<file path="config.mk">
export PLATFORM = sky130hd
export DESIGN_NAME = linked_fifo_reader
export DESIGN_NICKNAME = d
export VERILOG_FILES = /design/src/rtl/linked_fifo_reader_pkg.sv /design/src/rtl/linked_fifo_skid.sv /design/src/rtl/linked_fifo_reader.sv
export SDC_FILE = /design/constraint.sdc
export NUM_CORES = 1
export LEC_CHECK = 0
export BUFFER_PORTS_ARGS = -buffer_cell sky130_fd_sc_hd__buf_2
export CORE_MARGIN = 2
export CORE_UTILIZATION = 35
export DETAILED_ROUTE_END_ITERATION = 6
export SLEW_MARGIN = 10
export SYNTH_ARGS = -nofsm -noshare
export SYNTH_HDL_FRONTEND = slang
export SYNTH_SLANG_ARGS = --single-unit
export TNS_END_PERCENT = 100
</file>
<file path="constraint.sdc">
create_clock -name clk -period 6.64 [get_ports clk]
set_clock_uncertainty 0.2 [all_clocks]
set_input_delay 0.332 -clock clk [delete_from_list [all_inputs] [get_ports clk]]
set_output_delay 0.332 -clock clk [all_outputs]
set_load 0.02 [all_outputs]
</file>
<file path="src/rtl/linked_fifo_reader_pkg.sv">
// Shared types and helpers for the linked_fifo consumer side.
package linked_fifo_reader_pkg;

    typedef enum logic [1:0] {
        IDLE = 2'd0,
        RUN  = 2'd1,
        HOLD = 2'd2
    } rd_state_e;

    // Index width that never collapses to zero bits for single-entry configs.
    function automatic int idx_width(input int n);
        return (n > 1) ? $clog2(n) : 1;
    endfunction

endpackage

</file>
<file path="src/rtl/linked_fifo_skid.sv">
// Small circular output buffer; count doubles as the occupancy used for credit.
module linked_fifo_skid
    import linked_fifo_reader_pkg::*;
#(
    parameter int WIDTH = 11,
    parameter int DEPTH = 2,
    parameter int CW    = $clog2(DEPTH + 1)
) (
    input  logic             clk,
    input  logic             rst,
    input  logic             wr,
    input  logic [WIDTH-1:0] wdata,
    input  logic             rd,
    output logic [WIDTH-1:0] rdata,
    output logic [CW-1:0]    count
);
    localparam int PW = idx_width(DEPTH);

    logic [WIDTH-1:0] mem [DEPTH];
    logic [PW-1:0]    wr_ptr;
    logic [PW-1:0]    rd_ptr;

    // Explicit wrap keeps non-power-of-2 depths correct.
    function automatic logic [PW-1:0] bump(input logic [PW-1:0] p);
        return (p == PW'(DEPTH - 1)) ? '0 : p + 1'b1;
    endfunction

    always_ff @(posedge clk or posedge rst) begin
        if (rst) begin
            for (int i = 0; i < DEPTH; i++) mem[i] <= '0;
            wr_ptr <= '0;
            rd_ptr <= '0;
            count  <= '0;
        end else begin
            if (wr) begin
                mem[wr_ptr] <= wdata;
                wr_ptr      <= bump(wr_ptr);
            end
            if (rd) rd_ptr <= bump(rd_ptr);
            case ({wr, rd})
                2'b10:   count <= count + 1'b1;
                2'b01:   count <= count - 1'b1;
                default: ;
            endcase
        end
    end

    assign rdata = mem[rd_ptr];

endmodule

</file>
<file path="src/rtl/linked_fifo_reader.sv">
// Round-robin drain of linked_fifo queues into a tagged valid/ready stream.
module linked_fifo_reader
    import linked_fifo_reader_pkg::*;
#(
    parameter int WIDTH      = 8,
    parameter int FIFOS      = 8,
    parameter int LOG2_FIFOS = idx_width(FIFOS),
    parameter int SKID_DEPTH = 2
) (
    input  logic                  clk,
    input  logic                  rst,
    input  logic                  fifo_ready,
    input  logic [FIFOS-1:0]      enable,
    input  logic                  halt,
    output logic                  pop,
    output logic [LOG2_FIFOS-1:0] pop_fifo,
    input  logic                  fifo_empty,
    input  logic [WIDTH-1:0]      fifo_q,
    output logic                  out_valid,
    input  logic                  out_ready,
    output logic [WIDTH-1:0]      out_data,
    output logic [LOG2_FIFOS-1:0] out_fifo,
    output logic                  busy
);
    localparam int CW  = $clog2(SKID_DEPTH + 1);
    localparam int PW1 = CW + 1;
    localparam logic [LOG2_FIFOS-1:0] LAST = LOG2_FIFOS'(FIFOS - 1);

    rd_state_e                 state;
    logic [LOG2_FIFOS-1:0]     scan_ptr;
    logic [LOG2_FIFOS-1:0]     tag;
    logic                      inflight;
    logic [CW-1:0]             occ;
    logic [WIDTH+LOG2_FIFOS-1:0] rdata;
    logic                      deq;
    logic                      en_cur;
    logic                      credit;
    logic [PW1-1:0]            pending;

    always_comb begin
        en_cur = 1'b0;
        for (int i = 0; i < FIFOS; i++)
            if (scan_ptr == LOG2_FIFOS'(i)) en_cur = enable[i];
    end

    assign out_valid = (occ != '0);
    assign deq       = out_valid && out_ready;
    // Words already committed to the buffer after this cycle's dequeue.
    assign pending   = PW1'(occ) + PW1'(inflight) - PW1'(deq);
    assign credit    = pending < PW1'(SKID_DEPTH);
    assign pop       = (state == RUN) && fifo_ready && !fifo_empty && en_cur && credit;
    assign pop_fifo  = scan_ptr;
    assign busy      = inflight || out_valid;
    assign {out_data, out_fifo} = rdata;

    always_ff @(posedge clk or posedge rst) begin
        if (rst) begin
            state    <= IDLE;
            scan_ptr <= '0;
            inflight <= 1'b0;
            tag      <= '0;
        end else begin
            inflight <= pop;
            if (pop) tag <= scan_ptr;
            if (!fifo_ready) begin
                state <= IDLE;
            end else begin
                case (state)
                    IDLE:    state <= RUN;
                    RUN:     if (halt) state <= HOLD;
                    HOLD:    if (!halt) state <= RUN;
                    default: state <= IDLE;
                endcase
            end
            if (state == RUN) scan_ptr <= (scan_ptr == LAST) ? '0 : scan_ptr + 1'b1;
        end
    end

    // q arrives the cycle after pop, paired with the tag registered at the pop.
    linked_fifo_skid #(
        .WIDTH(WIDTH + LOG2_FIFOS),
        .DEPTH(SKID_DEPTH)
    ) u_skid (
        .clk  (clk),
        .rst  (rst),
        .wr   (inflight),
        .wdata({fifo_q, tag}),
        .rd   (deq),
        .rdata(rdata),
        .count(occ)
    );

endmodule
</file>
* Word level (Yosys, flattened, before mapping)
Cells that the tools add are included.
Operators by class: reduce and logical (&&, ||, !) cells 13, eq/ne operators 13, bitwise logic cells 2, shift-type cells 0, multipliers 0, multiplexer cells 22, div/mod/pow operators 0, $add $sub $neg 7, order comparisons 4
Operators by type and width (number):
- $mux 11 | 4
- $bwmux 22 | 1
- $eq 3x3->1 const B | 4
- $demux 11 s1 | 1
- $mux 1 | 10
- $eq 3x2->1 const B | 2
- $logic_and 1x1->1 | 6
- $mux 2 | 3
- $ne 3x3->1 const B | 2
- $pmux 2 s3 | 1
- $eq 2x1->1 const B | 2
- $eq 2x2->1 const B | 2
- $ge 2x2->1 const B | 2
- $not 1->2 | 2
- $pmux 2 s2 | 1
- $reduce_bool 2->1 | 2
- $add 2x1->3 | 1
- $add 3x1->3 const B | 1
- $eq 3x1->1 const B | 1
- $logic_not 3->1 | 1
- $lt 3x2->1 const B | 1
- $mux 3 | 1
- $sub 3x1->3 | 1
- $add 1x1->1 const B | 2
- other kinds (7) | 7
Storage, ports and cells: output and inout port bits 17, ROM bits 0, memories kept 0, bits in registers 35, bits in writable memories 0, latch bits 0

* Logic depth before layout (Yosys ltp)
Gate-level depths: netlist (run 1).
depth after elaboration 11, depth in mapped cells 10

* Cells and area by module
A second synthesis (run 1) with hierarchy kept.
Unflattened totals: cells, all modules 159, area, all modules 1935.6 um^2
By module, submodules not included:
- linked_fifo_skid | cells each 73, times used 1, area an instance 1127.3 um^2, sequential area each 650.6 um^2
- linked_fifo_reader | cells each 86, times used 1, area an instance 808.3 um^2, sequential area each 225.2 um^2

* Least setup slack after synthesis (run 1)
Ideal clock, no wire load.
path kind register -> register, start point reg u_skid.count[1], end point reg tag[0], buffers on the path 0, cell stages (with the launch flop) 11, arrival 2.781 ns, clock period less this slack 3.106 ns, path slack 3.534 ns, setup time 0.125 ns, path through dfrtp_1 inv_1 nand2_1 and2_1 ha_1 nor2_1 fa_1 nor3_2 o2111ai_1 nor3_4 mux2_4
On the way: cells in the longest elaborated chain, start to end 5, elaborated cells between the ends (all ways) 6
Ends and longest elaborated chain:
- from (decl) | line linked_fifo_skid.sv:15 | output logic [CW-1:0] count
- from (signal assigned) | line linked_fifo_skid.sv:41 | 2'b10: count <= count + 1'b1;
- from (signal assigned) | line linked_fifo_skid.sv:42 | 2'b01: count <= count - 1'b1;
- $reduce_bool 2->1 | line linked_fifo_reader.sv:46 | assign out_valid = (occ != '0);
- via out_valid | line linked_fifo_reader.sv:19 | output logic out_valid,
- $logic_and 1x1->1 | line linked_fifo_reader.sv:47 | assign deq = out_valid && out_ready;
- via deq | line linked_fifo_reader.sv:35 | logic deq;
- $sub 3x1->3 | line linked_fifo_reader.sv:49 | assign pending = PW1'(occ) + PW1'(inflight) - PW1'(deq);
- $lt 3x2->1 | line linked_fifo_reader.sv:50 | assign credit = pending < PW1'(SKID_DEPTH);
- $logic_and 1x1->1 | line linked_fifo_reader.sv:51 | assign pop = (state == RUN) && fifo_ready && !fifo_empty && en_cur && credit;
- via pop | line linked_fifo_reader.sv:15 | output logic pop,
- to (signal assigned) | line linked_fifo_reader.sv:64 | if (pop) tag <= scan_ptr;
- to (decl) | line linked_fifo_reader.sv:31 | logic [LOG2_FIFOS-1:0] tag;
The timed path passes the listed nets, and every way through them passes these cells. A chain may end at the register's enable or synchronous reset.

* Worst setup path in the final report (run 1)
start point reg u_skid.count[1], end point out pop
On the way: cells in the longest elaborated chain, start to end 5, elaborated cells between the ends (all ways) 6
Ends and longest elaborated chain (line):
- $reduce_bool 2->1 | linked_fifo_reader.sv:46
- $logic_and 1x1->1 | linked_fifo_reader.sv:47
- via deq | linked_fifo_reader.sv:35
- $sub 3x1->3 | linked_fifo_reader.sv:49
- $lt 3x2->1 | linked_fifo_reader.sv:50
- $logic_and 1x1->1 | linked_fifo_reader.sv:51
- to (decl) | linked_fifo_reader.sv:15
The timed path passes the listed nets, and every way through them passes these cells.

==> reports/results.ini, run 1 <==
[clock_network]
insertion_delay_of_the_later_clocked_pin_in_the_worst_skew_pair_ns = 0.28
cell_chosen_for_the_clock_root = sky130_fd_sc_hd__clkbuf_8
tritoncts.num_buffers = 5
post-cts-setup-buffers = 0
clkTransAtPathRegs_ns = 0.07
cts_resized = 0
tritoncts = done
cts_max_path_buffers = 2
h_tree_lvls = 2
clock-sinks = 35

[global_route]
grt_pass1_wl_mm = 5.402
grt_pass1_vias = 1242
largest_net_degree_at_the_start_of_global_routing = 36
grt.overflow.total = 0
grtUsageTotal = 0.1298
initial_antenna_violation_count = 0

[critical_path]
timing.critical_path.slowest_cell_delay_ns = 0.45
crit_path_cell_trace = inv_1 > nand2_1 > and2_1 > ha_1 > nor2_1 > fa_1 > nor3_2 > o2111ai_1 > nor3_4 > buf_2
cpLargestDelayFamily = simple AND/OR/NAND/NOR gates
worst-path-max-fanout = 5
critical_path.startpoint_type = flip-flop
crit_path_top_delay_cell = sky130_fd_sc_hd__fa_1
timing_worst_setup_path_type = flip-flop to primary output
critical_path_buf_inv_count = 2
worst-endpoint-arrival_ns = 2.86
worstSetupEndpointType = primary output
cp_data_required_time_ns = 6.11

[cells_and_area]
final_net_count = 208
area_growth_pct = 20.98
antenna_cells_inserted = 0
post_layout_nonfiller_instances = 245
final_cell_area_um2 = 2128
drive_gt1_frac = 0.4888

[synthesis]
synth_area_um2 = 1759
ff_latch_count_synth = 35
post_synth.cell_area_avg_um2 = 13.13
gate_count_after_technology_mapping = 134
yosysSeqAreaShare = 0.4979
synth.lib_cells_used.distinct = 32
syn-num-nets = 165
yosys_warnings = 0

[floorplan]
floorplan.io_pins = 39
dieWidth_um = 74.90
die-area_um2 = 5609
core_area_um2 = 4786
start_util = 0.3676
core.rowCount = 25
die_h_um = 74.90

[detailed_routing]
drtPass1Iterations = 4
route.detailed.drc = 0
drt.antenna.violating_nets = 0
detail_routed_via_count_per_cell = 4.584
drt_iter0_markers = 46
total_wire_length_after_detailed_routing_mm = 3.224
vias = 1123
detail_route.wl_per_cell_um = 13.16

[placed_design]
gpl.final_weighted_congestion = 0.7975
placedCellCount = 236
post_dp_cell_area_um2 = 2018
detailed_place_hpwl_mm = 2.435
place.port_buffers = 38

[hold_path]
holdCritPathClass = input pin to flip-flop

[sta]
slew_violations = 0
finalSetupTns_ns = 0
hold_violations = 0
hold-worst-slack_ns = 0.08687
slew_limit_headroom = 0.6226
final.min_clock_period_ns = 3.391
grt_setup_unrepaired = no
setup_viol = 0
min_period_over_period = 0.5106
max_freq_mhz = 294.9
worst_slew_pin_slew_ns = 0.5661

[pwr]
power_leakage_nw = 1.022
p_per_area_nw_per_um2 = 411.5
totalPowerFinal_w = 0.0008758
max-vdd-ir-drop_mv = 0.1612

[run_status]
status = complete, no violations

[flow_run]
drv_cap = 0

-- worst paths after layout --
check / slack, ns / startpoint / endpoint / depth (start not counted)
worst max-delay path: 3.25 / u_skid.count[1] / pop / 10
worst min-delay path: 0.09 / halt / state[1] / 3
worst max register to register: 3.65 / u_skid.count[1] / tag[0] / 10
worst min register to register: 0.28 / u_skid.wr_ptr / u_skid.wr_ptr / 1
max in group asynchronous: 5.45 / rst / u_skid.mem[1] / 4
min in group asynchronous: 0.48 / rst / u_skid.mem[20] / 4
-- repair_timing --
item                                    in CTS  in global routing
hold buffers                                 1                  0
endpoints found under the setup margin       0                  0
endpoints found under the hold margin       35                  0
-- routing by layer --
layer / track usage / vias to the layer above / share of wire
met5: 0 / - / 0
met4: 0.04762 / 0 / 0.014
met2: 0.2378 / 31 / 0.53
met1: 0.1448 / 537 / 0.40
met3: 0.03213 / 6 / 0.061
li1: - / 549 / -
-- synth_stat cells --
cell type / count / area, µm²
sky130_fd_sc_hd__a2111oi_4: 1 / 27.53
sky130_fd_sc_hd__a21o_2: 1 / 8.760
sky130_fd_sc_hd__a21oi_1: 2 / 10.01
sky130_fd_sc_hd__a221oi_1: 1 / 8.760
sky130_fd_sc_hd__and2_1: 1 / 6.260
sky130_fd_sc_hd__buf_1: 1 / 3.750
sky130_fd_sc_hd__buf_6: 1 / 11.26
sky130_fd_sc_hd__clkbuf_1: 2 / 7.510
sky130_fd_sc_hd__dfrtp_1: 35 / 875.8
sky130_fd_sc_hd__fa_1: 1 / 20.02
sky130_fd_sc_hd__ha_1: 8 / 100.1
sky130_fd_sc_hd__inv_1: 11 / 41.29
sky130_fd_sc_hd__mux2_2: 33 / 371.6
sky130_fd_sc_hd__mux2_4: 3 / 45.04
sky130_fd_sc_hd__nand2_1: 6 / 22.52
sky130_fd_sc_hd__nand2b_1: 2 / 12.51
sky130_fd_sc_hd__nand2b_4: 1 / 13.76
sky130_fd_sc_hd__nand3_1: 1 / 5.000
sky130_fd_sc_hd__nor2_1: 4 / 15.01
sky130_fd_sc_hd__nor2b_1: 1 / 6.260
sky130_fd_sc_hd__nor3_1: 1 / 5.000
sky130_fd_sc_hd__nor3_2: 1 / 10.01
sky130_fd_sc_hd__nor3_4: 1 / 16.27
sky130_fd_sc_hd__o2111ai_1: 1 / 8.760
sky130_fd_sc_hd__o21a_1: 1 / 7.510
sky130_fd_sc_hd__o21ai_0: 3 / 15.01
sky130_fd_sc_hd__o21ai_1: 1 / 5.000
sky130_fd_sc_hd__o311a_1: 1 / 10.01
sky130_fd_sc_hd__o311ai_1: 1 / 8.760
sky130_fd_sc_hd__or2b_1: 1 / 7.510
sky130_fd_sc_hd__xnor2_1: 3 / 26.28
sky130_fd_sc_hd__xor2_1: 3 / 26.28
-- tightest hold or removal path, cell delays in order --
cell	delay [ns]
sky130_fd_sc_hd__buf_2	0.11
sky130_fd_sc_hd__nand2_1	0.06
sky130_fd_sc_hd__a21oi_1	0.04
-- flip-flops by register name (all words and copies together), names as in the netlist --
name           flops
inflight           1
tag                3
pop_fifo           3
u_skid.count       2
u_skid.mem        22
u_skid.rd_ptr      1
state              2
u_skid.wr_ptr      1
-- layout make-up --
cell class / instances / area, µm²
Clock buffer: 8 / 100.1
Fill cell: 474 / 2658
Inverter: 11 / 41.29
Multi-Input combinational cell: 84 / 819.5
Sequential cell: 35 / 875.8
Tap cell: 67 / 83.83
Timing Repair Buffer: 40 / 207.7
-- cells by family after synthesis --
| kind of cell | after synthesis | share of synthesized area |
|---|---|---|
| flops | 35 | 0.4979 |
| simple gates | 20 | 0.06828 |
| xor+xnor | 6 | 0.02988 |
| fa+ha+maj | 9 | 0.06828 |
| compound gates | 13 | 0.06259 |
| mux | 36 | 0.2368 |
| buf+inv | 15 | 0.03627 |
-- stage by stage --
stage	setup slack [ns]	util
floorplan	3.534	-
global placement	3.612	0.4217
detailed placement	3.545	0.4217
CTS	3.225	0.4447
global route	3.017	0.4447
finish	3.249	0.4447
-- layout by cell type (no fill, tap or decap), types with 4 or more instances in the layout --
cell type	Yosys	final
sky130_fd_sc_hd__clkbuf_8	0	7
sky130_fd_sc_hd__buf_2	0	38
sky130_fd_sc_hd__ha_1	8	8
sky130_fd_sc_hd__nor2_1	4	4
sky130_fd_sc_hd__dfrtp_1	35	35
sky130_fd_sc_hd__inv_1	11	11
sky130_fd_sc_hd__nand2_1	6	6
sky130_fd_sc_hd__mux2_2	33	33
-- power by group --
part | total, W | switching [W] | internal, W
logic | 0.000356 | 0.000180 | 0.000177
registers | 0.000352 | 0.0000660 | 0.000286
clock network | 0.000167 | 0.0000723 | 0.0000946
total | 0.000876 | 0.000318 | 0.000558
(Power assumes the default switching activity.)
==> run 2, diff against run 1 <==
==> constraint.sdc (replaced) <==
create_clock -name clk -period 2.7 [get_ports clk]
set_clock_uncertainty 0.2 [all_clocks]
set_input_delay 0.135 -clock clk [delete_from_list [all_inputs] [get_ports clk]]
set_output_delay 0.135 -clock clk [all_outputs]
set_load 0.02 [all_outputs]
==> reports/results.ini, run 2 (synthesized netlist as in run 1, its figures left out) <==
[cells_and_area]
drive_gt1_frac = 0.5153  ; was 0.4888
most-common-layout-cells = sky130_fd_sc_hd__buf_2 (37), sky130_fd_sc_hd__dfrtp_1 (35), sky130_fd_sc_hd__mux2_2 (33)  ; was sky130_fd_sc_hd__buf_2 (38), sky130_fd_sc_hd__dfrtp_1 (35), sky130_fd_sc_hd__mux2_2 (33)
registers.top_by_ff_count = u_skid.mem  ; unchanged
area_growth_pct = 32.86  ; was 20.98%
layout.core_utilization = 0.4884  ; was 0.4447
final_net_count = 226  ; was 208
antenna_cells_inserted = 0  ; unchanged
largest_register_ff_count = 22  ; unchanged
layout_commonest_cell = sky130_fd_sc_hd__buf_2  ; unchanged

[sta]
setup_viol = 1  ; was 0
worst_slew_pin_slew_ns = 0.5565  ; was 0.5661 ns
min_period_over_period = 1.001
slew_violations = 0  ; unchanged
slew_limit_headroom = 0.6290  ; was 0.6226
finalWorstSetupSlack_ns = -0.003097  ; was 3.249 ns
finalSetupTns_ns = -0.003097  ; was 0 ns
hold_violations = 0  ; unchanged
final.min_clock_period_ns = 2.703
hold-worst-slack_ns = 0.06683  ; was 0.08687 ns
grt_setup_unrepaired = yes  ; was no
max_freq_mhz = 369.9

[flow_run]
drv_cap = 0  ; unchanged

[global_route]
grt_pass1_vias = 1268  ; was 1242
grt.overflow.total = 0  ; unchanged
largest_net_degree_at_the_start_of_global_routing = 36  ; unchanged
grtUsageTotal = 0.1317  ; was 0.1298
initial_antenna_violation_count = 0  ; unchanged
grt_pass1_wl_mm = 5.457  ; was 5.402 mm

[hold_path]
holdCritPathClass = input pin to flip-flop  ; unchanged
hold-path-cell-count = 5  ; was 3
worst_hold_startpoint = fifo_empty  ; was halt
worstHoldEndpoint = inflight  ; was state[1]

[clock_network]
cts_max_path_buffers = 2  ; unchanged
clkTransAtPathRegs_ns = 0.07  ; about the same
tritoncts = done  ; unchanged
insertion_delay_of_the_later_clocked_pin_in_the_worst_skew_pair_ns = 0.28  ; about the same
h_tree_lvls = 2  ; unchanged
clock-sinks = 35  ; unchanged
tritoncts.num_buffers = 5  ; unchanged
cell_chosen_for_the_clock_root = sky130_fd_sc_hd__clkbuf_8  ; unchanged

[floorplan]
core_area_um2 = 4786  ; unchanged
start_util = 0.3676  ; unchanged
dieWidth_um = 74.90  ; unchanged
floorplan.io_pins = 39  ; unchanged
die-area_um2 = 5609  ; unchanged
core.rowCount = 25  ; unchanged
die_h_um = 74.90  ; unchanged

[placed_design]
place.port_buffers = 38  ; unchanged
detailed_place_hpwl_mm = 2.504  ; was 2.435 mm
gpl.final_weighted_congestion = 0.7520  ; was 0.7975

[detailed_routing]
drt_iter0_markers = 12  ; was 46
drt.antenna.violating_nets = 0  ; unchanged
vias = 1183  ; was 1123
total_wire_length_after_detailed_routing_mm = 3.427  ; was 3.224 mm
detail_routed_via_count_per_cell = 4.498  ; was 4.584
route.detailed.drc = 0  ; unchanged
drtPass1Iterations = 3  ; was 4
detail_route.wl_per_cell_um = 13.03  ; was 13.16 µm

[critical_path]
ff2ff_path_depth = 11  ; was 10
worst-endpoint-arrival_ns = 2.37  ; was 2.86 ns
worst-path-max-fanout = 2  ; was 5
critical_path.startpoint_type = flip-flop  ; unchanged
timing_worst_setup_path_type = flip-flop to primary output  ; unchanged
worst-r2r-setup-slack_ns = 0.01  ; was 3.65 ns
cp_data_required_time_ns = 2.37  ; was 6.11 ns
r2r_end = tag[0]  ; unchanged
worstSetupEndpointType = primary output  ; unchanged
critical_r2r_launch = u_skid.count[0]  ; was u_skid.count[1]

[run_status]
failed_checks = negative setup slack
status = complete, but fails checks  ; was complete, no violations

[pwr]
p_per_area_nw_per_um2 = 972.1  ; was 411.5 nW/µm²
max-vdd-ir-drop_mv = 0.5394  ; was 0.1612 mV
power_leakage_nw = 1.108  ; was 1.022 nW

run 2: changes by cell type in the layout (fill, tap and decap cells not counted), sizes merged:
cell         delta
buf             +7
dlygate4sd3    +11
run 2: layer usage:
layer | up-vias | global-route usage | part of all wire
met5 | - | 0 | 0
met4 | 0 | 0.03571 | 0.0032
met3 | 2 | 0.04953 | 0.056
met2 | 29 | 0.2495 | 0.53
met1 | 570 | 0.1342 | 0.41
li1 | 582 | - | -
run 2: critical path, stage by stage (launching register included):
cell and delay (ns):
sky130_fd_sc_hd__dfrtp_1 0.39, sky130_fd_sc_hd__inv_2 0.08, sky130_fd_sc_hd__nand2_4 0.05, sky130_fd_sc_hd__and2_4 0.14, sky130_fd_sc_hd__ha_4 0.27, sky130_fd_sc_hd__nor2_4 0.04, sky130_fd_sc_hd__fa_1 0.45, sky130_fd_sc_hd__nor3_2 0.20
sky130_fd_sc_hd__o2111ai_2 0.14, sky130_fd_sc_hd__nor3_4 0.18, sky130_fd_sc_hd__buf_6 0.15
run 2: worst max path at each step:
stage / start / to / depth (start not counted)
4_1_cts: u_skid.count[0] / pop / 10
6_report: u_skid.count[0] / pop / 10
2_1_floorplan: u_skid.count[0] / tag[0] / 10
3_3_place_gp: u_skid.count[1] / tag[2] / 10
3_5_place_dp: u_skid.count[1] / tag[1] / 10
5_1_grt: u_skid.count[0] / pop / 10
run 2: cell type report:
| cell class | count | area (µm²) |
|---|---|---|
| clock buffer | 8 | 100.1 |
| fill | 450 | 2449 |
| inverter | 11 | 41.29 |
| multi-input combinational | 84 | 855.8 |
| sequential | 35 | 875.8 |
| tap | 67 | 83.83 |
| timing repair buffer | 58 | 380.4 |
run 2: report_power, final:
part	switching [W]	internal, W	leakage, nW	total, W
sequential	0.000156	0.000705	0.435	0.000860
combinational	0.000485	0.000521	0.621	0.00101
clock	0.000173	0.000233	0.0515	0.000406
total	0.000814	0.00146	1.11	0.00227
run 2: repair_timing:
item / in CTS / in global routing
resized for setup: 4 / 0
hold buffers: 12 / 0
setup buffers: 3 / 1
hold endpoints to repair: 53 / 0
pin swaps: 4 / 3
cloned: 0 / 0
setup endpoints to repair: 4 / 4
run 2: through the flow:
stage	cells	worst slack [ns]	cell area, µm²	power (W)
after CTS	262	-0.09339	2330	0.002308
after global routing	263	-0.1276	2337	0.002446
after global placement	239	0.05014	2072	0.001788
final	263	-0.003097	2337	0.002272
after floorplan	134	-0.1376	1790	0.001571
after detailed placement	239	-0.02293	2072	0.001843
